[config.mk]
export PLATFORM = sky130hd
export DESIGN_NAME = escalonador_programas
export DESIGN_NICKNAME = d
export VERILOG_FILES = /design/src/rtl/escalonador_programas_pkg.sv /design/src/rtl/escalonador_programas_contador_quantum.sv /design/src/rtl/escalonador_programas.sv
export SDC_FILE = /design/constraint.sdc
export NUM_CORES = 1
export LEC_CHECK = 0
export ABC_AREA = 1
export BUFFER_PORTS_ARGS = -buffer_cell sky130_fd_sc_hd__buf_2
export CORE_ASPECT_RATIO = 1.2
export CORE_MARGIN = 5
export CORE_UTILIZATION = 53
export CTS_BUF_LIST = sky130_fd_sc_hd__clkbuf_2 sky130_fd_sc_hd__clkbuf_4 sky130_fd_sc_hd__clkbuf_8
export CTS_CLUSTER_SIZE = 10
export DETAILED_ROUTE_END_ITERATION = 16
export PLACE_DENSITY = 0.83
export SLEW_MARGIN = 20
export SYNTH_ARGS = -nofsm -noshare
export SYNTH_HDL_FRONTEND = slang
export SYNTH_SLANG_ARGS = --single-unit
[constraint.sdc]
create_clock -name clock -period 3.1 [get_ports clock]
set_input_delay 0.465 -clock clock [delete_from_list [all_inputs] [get_ports clock]]
set_output_delay 0.465 -clock clock [all_outputs]
set_load 0.02 [all_outputs]
[src/rtl/escalonador_programas_pkg.sv]
// escalonador_pkg: shared states, defaults and next-active-slot selection for the program scheduler
package escalonador_pkg;
  typedef enum logic [2:0] {RUN, SAVE, FINISH, SELECT, LOAD, WAIT, RESTORE} estado_t;
  localparam int PROG_STRIDE_PADRAO = 200;
  // Scans downward so the last hit is the closest slot above atual; slot 0 is always eligible.
  function automatic int proximo_ativo(input logic [31:0] mask, input int atual, input int n);
    int idx;
    proximo_ativo = 0;
    for (int i = n; i >= 1; i--) begin
      idx = (atual + i) % n;
      if (idx == 0 || mask[idx]) proximo_ativo = idx;
    end
  endfunction
endpackage

[src/rtl/escalonador_programas_contador_quantum.sv]
// contador_quantum: quantum cycle counter with clear, enable and terminal-count flag
module contador_quantum #(
  parameter int QUANTUM = 64
) (
  input  logic clock,
  input  logic reset_n,
  input  logic clr,
  input  logic en,
  output logic tc
);
  localparam int CW = $clog2(QUANTUM);
  logic [CW-1:0] cnt;
  always_ff @(posedge clock or negedge reset_n)
    if (!reset_n) cnt <= '0;
    else if (clr) cnt <= '0;
    else if (en) cnt <= cnt + CW'(1);
  assign tc = en && cnt == CW'(QUANTUM - 1);
endmodule

[src/rtl/escalonador_programas.sv]
// escalonador_programas: round-robin program scheduler driving the data-memory context-switch handshake
module escalonador_programas
  import escalonador_pkg::*;
#(
  parameter int NUM_PROG    = 4,
  parameter int QUANTUM     = 64,
  parameter int PROG_STRIDE = PROG_STRIDE_PADRAO,
  parameter int DATA_WIDTH  = 32
) (
  input  logic                        clock,
  input  logic                        reset_n,
  input  logic                        enable,
  input  logic [DATA_WIDTH-1:0]       pc_atual,
  input  logic                        fim_programa,
  input  logic                        ativar,
  input  logic [$clog2(NUM_PROG)-1:0] ativar_id,
  input  logic [DATA_WIDTH-1:0]       mem_q,
  output logic [$clog2(NUM_PROG)-1:0] programa,
  output logic                        spc,
  output logic [DATA_WIDTH-1:0]       enderecoSpc,
  output logic                        lpc,
  output logic                        endProgram,
  output logic                        pc_stall,
  output logic                        pc_load_valid,
  output logic [DATA_WIDTH-1:0]       pc_load_value,
  output logic [NUM_PROG-1:0]         ativos
);
  localparam int PW = $clog2(NUM_PROG);
  estado_t estado, prox;
  logic tc;
  logic [DATA_WIDTH-1:0] base;
  logic [PW-1:0] prox_prog;
  logic [NUM_PROG-1:0] limpa, seta;

  contador_quantum #(.QUANTUM(QUANTUM)) u_contador (
    .clock(clock),
    .reset_n(reset_n),
    .clr(estado == SELECT),
    .en(enable && estado == RUN),
    .tc(tc)
  );

  assign base      = DATA_WIDTH'(programa) * DATA_WIDTH'(PROG_STRIDE);
  assign prox_prog = PW'(proximo_ativo(32'(ativos), int'(programa), NUM_PROG));

  always_comb begin
    prox = estado;
    unique case (estado)
      RUN:            prox = (fim_programa && programa != '0) ? FINISH : tc ? SAVE : RUN;
      SAVE, FINISH:   prox = SELECT;
      SELECT:         prox = LOAD;
      LOAD:           prox = WAIT;
      WAIT:           prox = RESTORE;
      RESTORE:        prox = RUN;
      default:        prox = RUN;
    endcase
  end

  // An activation landing on the bit FINISH clears is applied after the clear, so it wins.
  always_comb begin
    limpa = '0;
    seta  = '0;
    if (estado == FINISH) limpa[programa] = 1'b1;
    if (ativar) seta[ativar_id] = 1'b1;
  end

  // Outputs are registered from the next state so they line up with the state they belong to.
  always_ff @(posedge clock or negedge reset_n)
    if (!reset_n) begin
      estado        <= RUN;
      programa      <= '0;
      ativos        <= NUM_PROG'(1);
      spc           <= 1'b0;
      lpc           <= 1'b0;
      endProgram    <= 1'b0;
      pc_stall      <= 1'b0;
      pc_load_valid <= 1'b0;
      enderecoSpc   <= '0;
      pc_load_value <= '0;
    end else begin
      estado        <= prox;
      spc           <= prox == SAVE;
      lpc           <= prox == LOAD;
      endProgram    <= prox == FINISH;
      pc_stall      <= prox != RUN;
      pc_load_valid <= prox == RESTORE;
      if (prox == SAVE) enderecoSpc <= pc_atual + base;
      if (prox == RESTORE) pc_load_value <= mem_q;
      if (estado == SELECT) programa <= prox_prog;
      ativos <= (ativos & ~limpa) | seta | NUM_PROG'(1);
    end
endmodule

# After elaboration in Yosys (flattened, before gate mapping)

Cells that the tools add are included.

$add $sub $neg: 6
Multipliers: 1
Magnitude comparators: 8
Eq/ne operators: 10
Multiplexer cells: 27
Bitwise operators: 7
Reduce and logical (&&, ||, !) cells: 22

Operators with widths:

| operator            | count |
|---|---|
| $logic_not 32->1    | 4 |
| $add 32x10->32      | 1 |
| $lt 3x7->1 const B  | 4 |
| $pmux 3 s5          | 1 |
| $bmux 1 s3          | 4 |
| $eq 3x3->1 const B  | 4 |
| $mux 6              | 2 |
| $mux 1              | 11 |
| $mux 2              | 5 |
| $reduce_or 2->1     | 5 |
| $eq 3x2->1 const B  | 3 |
| $mux 4              | 2 |
| $mul 2x5->7 const B | 1 |
| $add 6x1->6 const B | 1 |
| $eq 3x1->1 const B  | 2 |
| $eq 6x6->1 const B  | 1 |
| $lt 2x3->1 const B  | 2 |
| $logic_and 1x1->1   | 5 |
| $add 2x1->2 const B | 2 |
| $add 2x2->2 const B | 2 |
| $and 1x1->1 const A | 4 |
| $and 4x4->4         | 1 |
| $demux 1 s2         | 2 |
| $ge 2x1->1 const B  | 2 |
| 6 further kinds     | 10 |

Flip-flop bits (word level): 83
Input port bits: 71
Logic and storage cells: 92

# Logic depth before layout (Yosys ltp)

Gate-level depths: netlist (run 1).

Depth in word-level cells: 11
Gate-level depth with buffers: 14

# Modules after synthesis

From an unflattened synthesis (run 1), not the netlist that was laid out.

Cells, all modules: 633
Area total of the unflattened synthesis: 4,541.9 sq um

By module, submodules not included:

| module                | times used | cells an instance | area an instance (sq um) | sequential area each (sq um) |
|---|---|---|---|---|
| escalonador_programas | 1          | 588               | 4,197.8                  | 1,926.8 |
| contador_quantum      | 1          | 45                | 344.1                    | 150.1 |

# Least setup slack after synthesis (run 1)

No wires, ideal clock.

Path kind: reg-to-reg
Start point: register programa[0]
End point: register enderecoSpc[13]
Setup time: 117 ps
Arrival: 2,232 ps
Data required time: 2,983 ps
Slack: 751 ps
Cell stages (with the launch flop): 13
Period minus slack after synthesis: 2,349 ps
Cell sequence: dfrtp_1 -> inv_2 -> ha_1 -> ha_1 -> nand2_1 -> inv_1 -> nand2_1 -> nand2_1 -> nand2_1 -> nand3_2 -> or2_0 -> nand3_1 -> nand2_1

Cells in the longest elaborated chain, start to end: 5
Elaborated cells on any way between the ends: 7
Classes of those cells: 1 x add/sub; 1 x mul; 1 x eq/ne; 2 x mux; 2 x reduce/logical

Ends and longest elaborated chain:

| item                                                                   | RTL line                    | source |
|---|---|---|
| start, declared                                                        | escalonador_programas.sv:18 | `output logic [$clog2(NUM_PROG)-1:0] programa,` |
| start signal, assigned                                                 | escalonador_programas.sv:89 | `if (estado == SELECT) programa <= prox_prog;` |
| parallel branches: the longest is 5 deep, another holds $add 32x10->32 | n/a                         |  |
| end signal, assigned                                                   | escalonador_programas.sv:87 | `if (prox == SAVE) enderecoSpc <= pc_atual + base;` |
| end, declared                                                          | escalonador_programas.sv:20 | `output logic [DATA_WIDTH-1:0] enderecoSpc,` |

Parallel ways; which one is timed is not known.
A chain may end at the register's enable or synchronous reset.

# Final worst setup path (run 1)

Same ends and word-level chain as after synthesis.

==> flow_summary.toml, run 1 <==
[run_status]
status = "completed"

[placement]
place.port_buffers = 144
dpl-instance-area_sq_um = 5330
globalplace.congestion = 0.919
dp_hpwl_um = 9250

[cts]
cts_root_buffer = "clkbuf_8"
post-cts-setup-buffers = 0
numCtsBuffers = 9
clk_pin_slew_ns = 0.08
cts_hold_buf = 0
cts.sinks = 83
clockBufferDepth = 2
cts_tree = "done"
htree_levels = 3
clk_latency_ns = 0.37
post_cts_resized = 0

[global_route]
overflow = 0
grt.total_usage_pct = 24.1
grt_max_degree = 84
antenna_found_initial = 0
grt_pass1_wl_um = 20100
grt_pass1_vias = 4410

[synth]
synth_compound_area_share_pct = 3.57
synth-seq-cells = 83
synthXorXnorAreaFrac_pct = 1.75
synth.distinct_cells = 37
postSynthCellCount = 612
synth_simple_gate_area_share_pct = 38.7
muxShareOfSynthArea_pct = 0
synth_area_per_cell_sq_um = 7.38
synth_top_family_by_area = "simple AND/OR/NAND/NOR gates"
yosysSeqAreaShare_pct = 46.0
syn_nets = 697
synth_fa_ha_area_share_pct = 4.05
synth_area_sq_um = 4520
ys.warnings.count = 0

[sta]
setup_violations = 0
worstMarginPinSlew_ns = 0.939
tns_ns = 0
finalCritPeriodShare_pct = 81.4
relSlewSlack_pct = 37.4
period_needed_ns = 2.52
hold_violations = 0
slew_violations = 0
fin_worst_skew_ns = 0.0133
fmax_ghz = 0.396
rsz0062_at_grt = "no"

[worst_setup_path]
crit_path_frequent_cell = "nand2_1"
worstPathMaxFanout = 13
max_stage_delay_ns = 0.60
cp_num_buf_inv = 2
reg2regPathDepth = 12
critPathKind = "flip-flop to flip-flop"
critPathRequiredTime_ns = 3.36
cpMaxStageDelayCell = "dfrtp_1"
arrival_ns = 2.78
critical-path-top-delay-family = "simple AND/OR/NAND/NOR gates"
cp.depth = 12
end_kind = "flip-flop"
path_cells = "inv_2 -> ha_1 -> ha_1 -> nand2_1 -> inv_1 -> nand2_1 -> nand2_1 -> nand2_1 -> nand3_2 -> or2_0 -> nand3_1 -> nand2_1"
startpoint_type = "flip-flop"

[die]
start_util_pct = 53.3
core_sq_um = 8470
rows = 37
ios = 146
die_w_um = 94.3
dieArea_sq_um = 10500
die_height_um = 111

[layout]
design_area_sq_um = 5510
final_common_cell = "nand2_1"
drive_gt1_share_pct = 24.1
ff_latch_area_sq_um = 2080
fin_nets = 841
synthToLayoutAreaGrowth_pct = 21.9
nFillCells = 729
n_antenna_cell = 0
finish.utilization_pct = 65.0
multi_input_comb_area_sq_um = 2170
final_cell_mix = "nand2_1, buf_2, dfrtp_1"

[hold_path]
hold_path.class = "input port to async pin"

[routing]
drtIter0Drc = 173
drc = 0
avgRoutedWirePerCell_um = 13.9
drt-total-wl_um = 12200
routed_via_density = 5.08
vias = 4451
detail-route-antenna-nets = 0
dr.pass1.iters = 5

[power_and_ir_drop]
ir_worst_vdd_mv = 0.370
p_per_area_nw_per_um2 = 769
p_leak_nw = 3.26

[run]
timing.max_cap.violations = 0
-- stage by stage --
stage	hold WS (ns)	cells	setup slack (ns)	total power [mW]
after global placement	0.448	862	0.734	3.43
final	0.147	877	0.577	4.23
after CTS	0.279	877	0.595	4.25
after detailed placement	0.453	862	0.600	3.52
after global routing	0.223	877	0.337	4.55
after floorplan	0.169	612	0.751	2.89
-- per-layer routing --
metal  global-route usage, %  routed length, um  share of wire, %
met5                       0                  0                 0
met4                    11.4                365               3.0
met3                    3.12                687               5.7
met2                    42.4               6200                51
met1                    28.4               4890                40
-- worst paths after layout --
kind	from	to	slack, ns
worst max-delay path	programa[0]$_DFFE_PN0P_	enderecoSpc[13]$_DFFE_PN0N_	0.58
worst min-delay path	reset_n	enderecoSpc[4]$_DFFE_PN0N_	0.15
worst max register to register	programa[0]$_DFFE_PN0P_	enderecoSpc[13]$_DFFE_PN0N_	0.58
worst min register to register	pc_load_value[2]$_DFFE_PN0N_	pc_load_value[2]$_DFFE_PN0N_	0.47
max in group asynchronous	reset_n	enderecoSpc[20]$_DFFE_PN0N_	2.43
min in group clock	ativar_id[0]	ativos[2]$_DFF_PN0_	0.29
-- sequential cells by signal, summed over array words and instances (netlist names) --
| register | count |
|---|---|
| pc_load_value | 32 |
| u_contador.cnt | 6 |
| pc_load_valid | 1 |
| programa | 2 |
| pc_stall | 1 |
| enderecoSpc | 32 |
| lpc | 1 |
| spc | 1 |
| estado | 3 |
| ativos | 3 |
| endProgram | 1 |
-- worst register-to-register path, delay by kind of cell, from the launching register on --
kind	cells	cell delay [ns]
adders and majority gates	2	0.77
and+or+nand+nor	8	0.84
DFF	1	0.60
buffers and inverters	2	0.21
-- layout make-up --
class                           instances  area share [%]
Sequential cell                        83            37.7
Inverter                               51            3.48
Multi-Input combinational cell        465            39.5
Clock inverter                          5           0.704
Tap cell                              117            2.66
Clock buffer                           10            2.50
Timing Repair Buffer                  146            13.5
-- cells in the mapped netlist --
| master | count | area [sq um] |
|---|---|---|
| nor3_1 | 4 | 20.0 |
| nand4_1 | 7 | 43.8 |
| nor2_4 | 2 | 22.5 |
| nor2_2 | 6 | 37.5 |
| nand3_1 | 45 | 225 |
| nand4_2 | 1 | 12.5 |
| xor2_1 | 4 | 35.0 |
| a21oi_1 | 8 | 40.0 |
| a22o_1 | 1 | 8.76 |
| dfrtp_1 | 83 | 2080 |
| ha_1 | 13 | 163 |
| nand3_2 | 3 | 30.0 |
| nand3b_1 | 5 | 37.5 |
| or2_1 | 1 | 6.26 |
| nand3_4 | 1 | 17.5 |
| nor3b_1 | 1 | 7.51 |
| or3_4 | 1 | 11.3 |
| conb_1 | 1 | 3.75 |
| o21ai_1 | 6 | 30.0 |
| nand2_1 | 293 | 1100 |
| o211ai_1 | 1 | 7.51 |
| or2_0 | 2 | 12.5 |
| and2_1 | 1 | 6.26 |
| a21boi_0 | 1 | 7.51 |
| fa_1 | 1 | 20.0 |
| inv_1 | 46 | 173 |
| buf_4 | 1 | 7.51 |
| nor3_2 | 1 | 10.0 |
| nor2_1 | 34 | 128 |
| clkinv_1 | 1 | 3.75 |
| a21o_1 | 1 | 7.51 |
| inv_2 | 4 | 15.0 |
| xnor2_1 | 5 | 43.8 |
| nand2_2 | 3 | 18.8 |
| o21ai_0 | 12 | 60.1 |
| buf_2 | 11 | 55.1 |
| buf_6 | 1 | 11.3 |
-- cells by family (layout without fill, tap and decap cells) --
logic type	Yosys count	count (layout)
buffers and inverters	64	212
adders and majority gates	14	14
and+or+nand+nor	411	411
AOI/OAI and AO/OA	30	30
xor gates and xnor gates	9	9
other	1	1
DFF	83	83
-- report_power, final --
group          leakage, nW  switching [mW]  total, mW  internal, mW
Sequential            1.07           0.203       1.58          1.37
Combinational         2.09            1.29       1.94         0.648
Clock               0.0887           0.408      0.721         0.312
Total                 3.26            1.90       4.23          2.33
Note: power is estimated with default switching activity, not from simulation.
==> run 2: changes to the inputs <==
--- a/config.mk
+++ b/config.mk
@@ -9,11 +9,11 @@
 export BUFFER_PORTS_ARGS = -buffer_cell sky130_fd_sc_hd__buf_2
 export CORE_ASPECT_RATIO = 1.2
 export CORE_MARGIN = 5
-export CORE_UTILIZATION = 53
+export CORE_UTILIZATION = 48
 export CTS_BUF_LIST = sky130_fd_sc_hd__clkbuf_2 sky130_fd_sc_hd__clkbuf_4 sky130_fd_sc_hd__clkbuf_8
 export CTS_CLUSTER_SIZE = 10
 export DETAILED_ROUTE_END_ITERATION = 16
-export PLACE_DENSITY = 0.83
+export PLACE_DENSITY = 0.79
 export SLEW_MARGIN = 20
 export SYNTH_ARGS = -nofsm -noshare
 export SYNTH_HDL_FRONTEND = slang
==> constraint.sdc (replaced) <==
create_clock -name clock -period 2.29 [get_ports clock]
set_input_delay 0.3435 -clock clock [delete_from_list [all_inputs] [get_ports clock]]
set_output_delay 0.3435 -clock clock [all_outputs]
set_load 0.02 [all_outputs]
==> run 2 against run 1 <==
  * Setup slack got worse by 0.40 ns
  * Global-route usage down 2.9 points
  * Clock-buffer cell count did not move
  * Clock skew is 0.0048 ns lower
  * Sequential cell count unchanged
  * Critical path depth decreased by 2
  * Clock power rose by 37%
  * Non-clock buffer count rose by 7
  * Register-to-register slack lost 0.40 ns
  * Hold slack better by 0.040 ns
  * Critical path type unchanged
  * Critical endpoint is now enderecoSpc[27]$_DFFE_PN0N_
  * Largest cell class unchanged
==> flow_summary.toml, run 2 (synthesis gave the netlist of run 1 again) <==
[hold_path]
hold_path.class = "input port to flip-flop"
min_path_cells = 3
min_to = "pc_load_value[25]$_DFFE_PN0N_"
min_from = "mem_q[25]"

[cts]
htree_levels = 3
clk_pin_slew_ns = 0.09
cts_tree = "done"
clockBufferDepth = 2
clk_latency_ns = 0.35
cts_root_buffer = "clkbuf_8"
numCtsBuffers = 9
cts.sinks = 83

[sta]
hold_violations = 0
worst_slack_ns = 0.177
relSlewSlack_pct = 40.3
rsz0062_at_grt = "yes"
fmax_ghz = 0.473
finalCritPeriodShare_pct = 92.3
period_needed_ns = 2.11
worstMarginPinSlew_ns = 0.894
slew_violations = 0
setup_violations = 0
fin_worst_skew_ns = 0.00857

[placement]
pre_cts_ws_ns = 0.0692
dp_hpwl_um = 9290
globalplace.congestion = 0.910
place.port_buffers = 144
dpl-instance-area_sq_um = 5400
placedCellCount = 870

[power_and_ir_drop]
p_leak_nw = 3.30
p_per_area_nw_per_um2 = 1030
ir_worst_vdd_mv = 0.425

[routing]
detail-route-antenna-nets = 0
avgRoutedWirePerCell_um = 13.4
drc = 0
routed_via_density = 4.90
dr.pass1.iters = 4
drt-total-wl_um = 11900
vias = 4355
drtIter0Drc = 217

[die]
die_height_um = 116
start_util_pct = 49.5
ios = 146
dieArea_sq_um = 11500
die_w_um = 98.5
rows = 38
core_sq_um = 9130

[worst_setup_path]
regToRegSetupSlack_ns = 0.18
cpMaxStageDelayCell = "dfrtp_2"
path_cells = "buf_4 -> ha_1 -> fa_2 -> nand3_1 -> nand2_1 -> nand3_1 -> nand2_1 -> a21boi_0 -> o21ai_1 -> nand2_1"
r2r-start = "programa[0]$_DFFE_PN0P_"
end_kind = "flip-flop"
max_stage_delay_ns = 0.41
arrival_ns = 2.41
worstPathMaxFanout = 12
r2r_end = "enderecoSpc[27]$_DFFE_PN0N_"
critPathRequiredTime_ns = 2.59
crit_path_frequent_cell = "nand2_1"
startpoint_type = "flip-flop"
reg2regPathDepth = 10
critPathKind = "flip-flop to flip-flop"

[layout]
top_regs = "enderecoSpc: 32 flops, pc_load_value: 32 flops, u_contador.cnt: 6 flops"
design_area_sq_um = 5640
final_cell_mix = "nand2_1, buf_2, dfrtp_1"
drive_gt1_share_pct = 25.5
synthToLayoutAreaGrowth_pct = 24.9
final_common_cell = "nand2_1"
fin_nets = 848
fin_cells = 888
n_antenna_cell = 0

[global_route]
antenna_found_initial = 0
overflow = 0
grt.total_usage_pct = 21.2
grt_pass1_vias = 4261
grt_max_degree = 39
grt_pass1_wl_um = 19600

[run]
timing.max_cap.violations = 0

[run_status]
status = "completed"
run 2: report_power, final:
group | internal (mW) | switching [mW]
Clock | 0.433 | 0.557
Sequential | 1.86 | 0.245
Combinational | 0.960 | 1.77
Total | 3.25 | 2.57
run 2: metrics by stage:
step / total power, mW / util [%] / setup TNS (ns) / hold slack (ns)
global placement: 4.71 / 59.1 / 0 / 0.310
detailed placement: 4.81 / 59.1 / 0 / 0.316
finish: 5.83 / 61.8 / 0 / 0.187
global route: 6.30 / 61.8 / -0.00964 / 0.170
CTS: 5.81 / 61.2 / 0 / 0.172
floorplan: 3.92 / - / 0 / 0.0479
run 2: cell type report:
cell class	count	area, sq um
clock inverters	6	47.5
inverters	51	191
well taps	120	150
clock buffers	10	138
repair buffers	153	816
flip-flops and latches	83	2080
multi-input cells	465	2220
fillers	871	3490
run 2: critical path, delay by kind of cell, from the launching register on:
| kind | cells | cell delay, ns |
|---|---|---|
| adder cells (fa/ha/maj) | 2 | 0.66 |
| AND/OR/NAND/NOR | 5 | 0.49 |
| flip-flops | 1 | 0.41 |
| AO/OA/AOI/OAI | 2 | 0.32 |
| buffers and inverters | 1 | 0.18 |
run 2: worst max-delay path by stage:
stage / startpoint / endpoint / slack, ns / cells after the start
2_1_floorplan: programa[1]$_DFFE_PN0P_ / enderecoSpc[13]$_DFFE_PN0N_ / 0.08 / 12
3_5_place_dp: programa[1]$_DFFE_PN0P_ / enderecoSpc[13]$_DFFE_PN0N_ / 0.07 / 12
4_1_cts: programa[1]$_DFFE_PN0P_ / enderecoSpc[13]$_DFFE_PN0N_ / 0.06 / 12
5_1_grt: programa[0]$_DFFE_PN0P_ / enderecoSpc[28]$_DFFE_PN0N_ / -0.01 / 12
3_3_place_gp: programa[0]$_DFFE_PN0P_ / enderecoSpc[27]$_DFFE_PN0N_ / 0.08 / 11
6_report: programa[0]$_DFFE_PN0P_ / enderecoSpc[27]$_DFFE_PN0N_ / 0.18 / 10
run 2: what timing repair did:
item                       in CTS  in global routing
gates resized for setup         0                  7
buffers inserted                0                  1
setup endpoints to repair       0                 16
hold endpoints to repair       29                  0
hold buffers                    1                  0
run 2: routing by layer:
layer / share of wire (%) / routed length [um] / GRT usage [%]
met3: 5.7 / 677 / 4.48
met2: 50 / 5940 / 37.2
met1: 42 / 5060 / 25.9
met5: 0 / 0 / 0
met4: 2.0 / 242 / 7.56
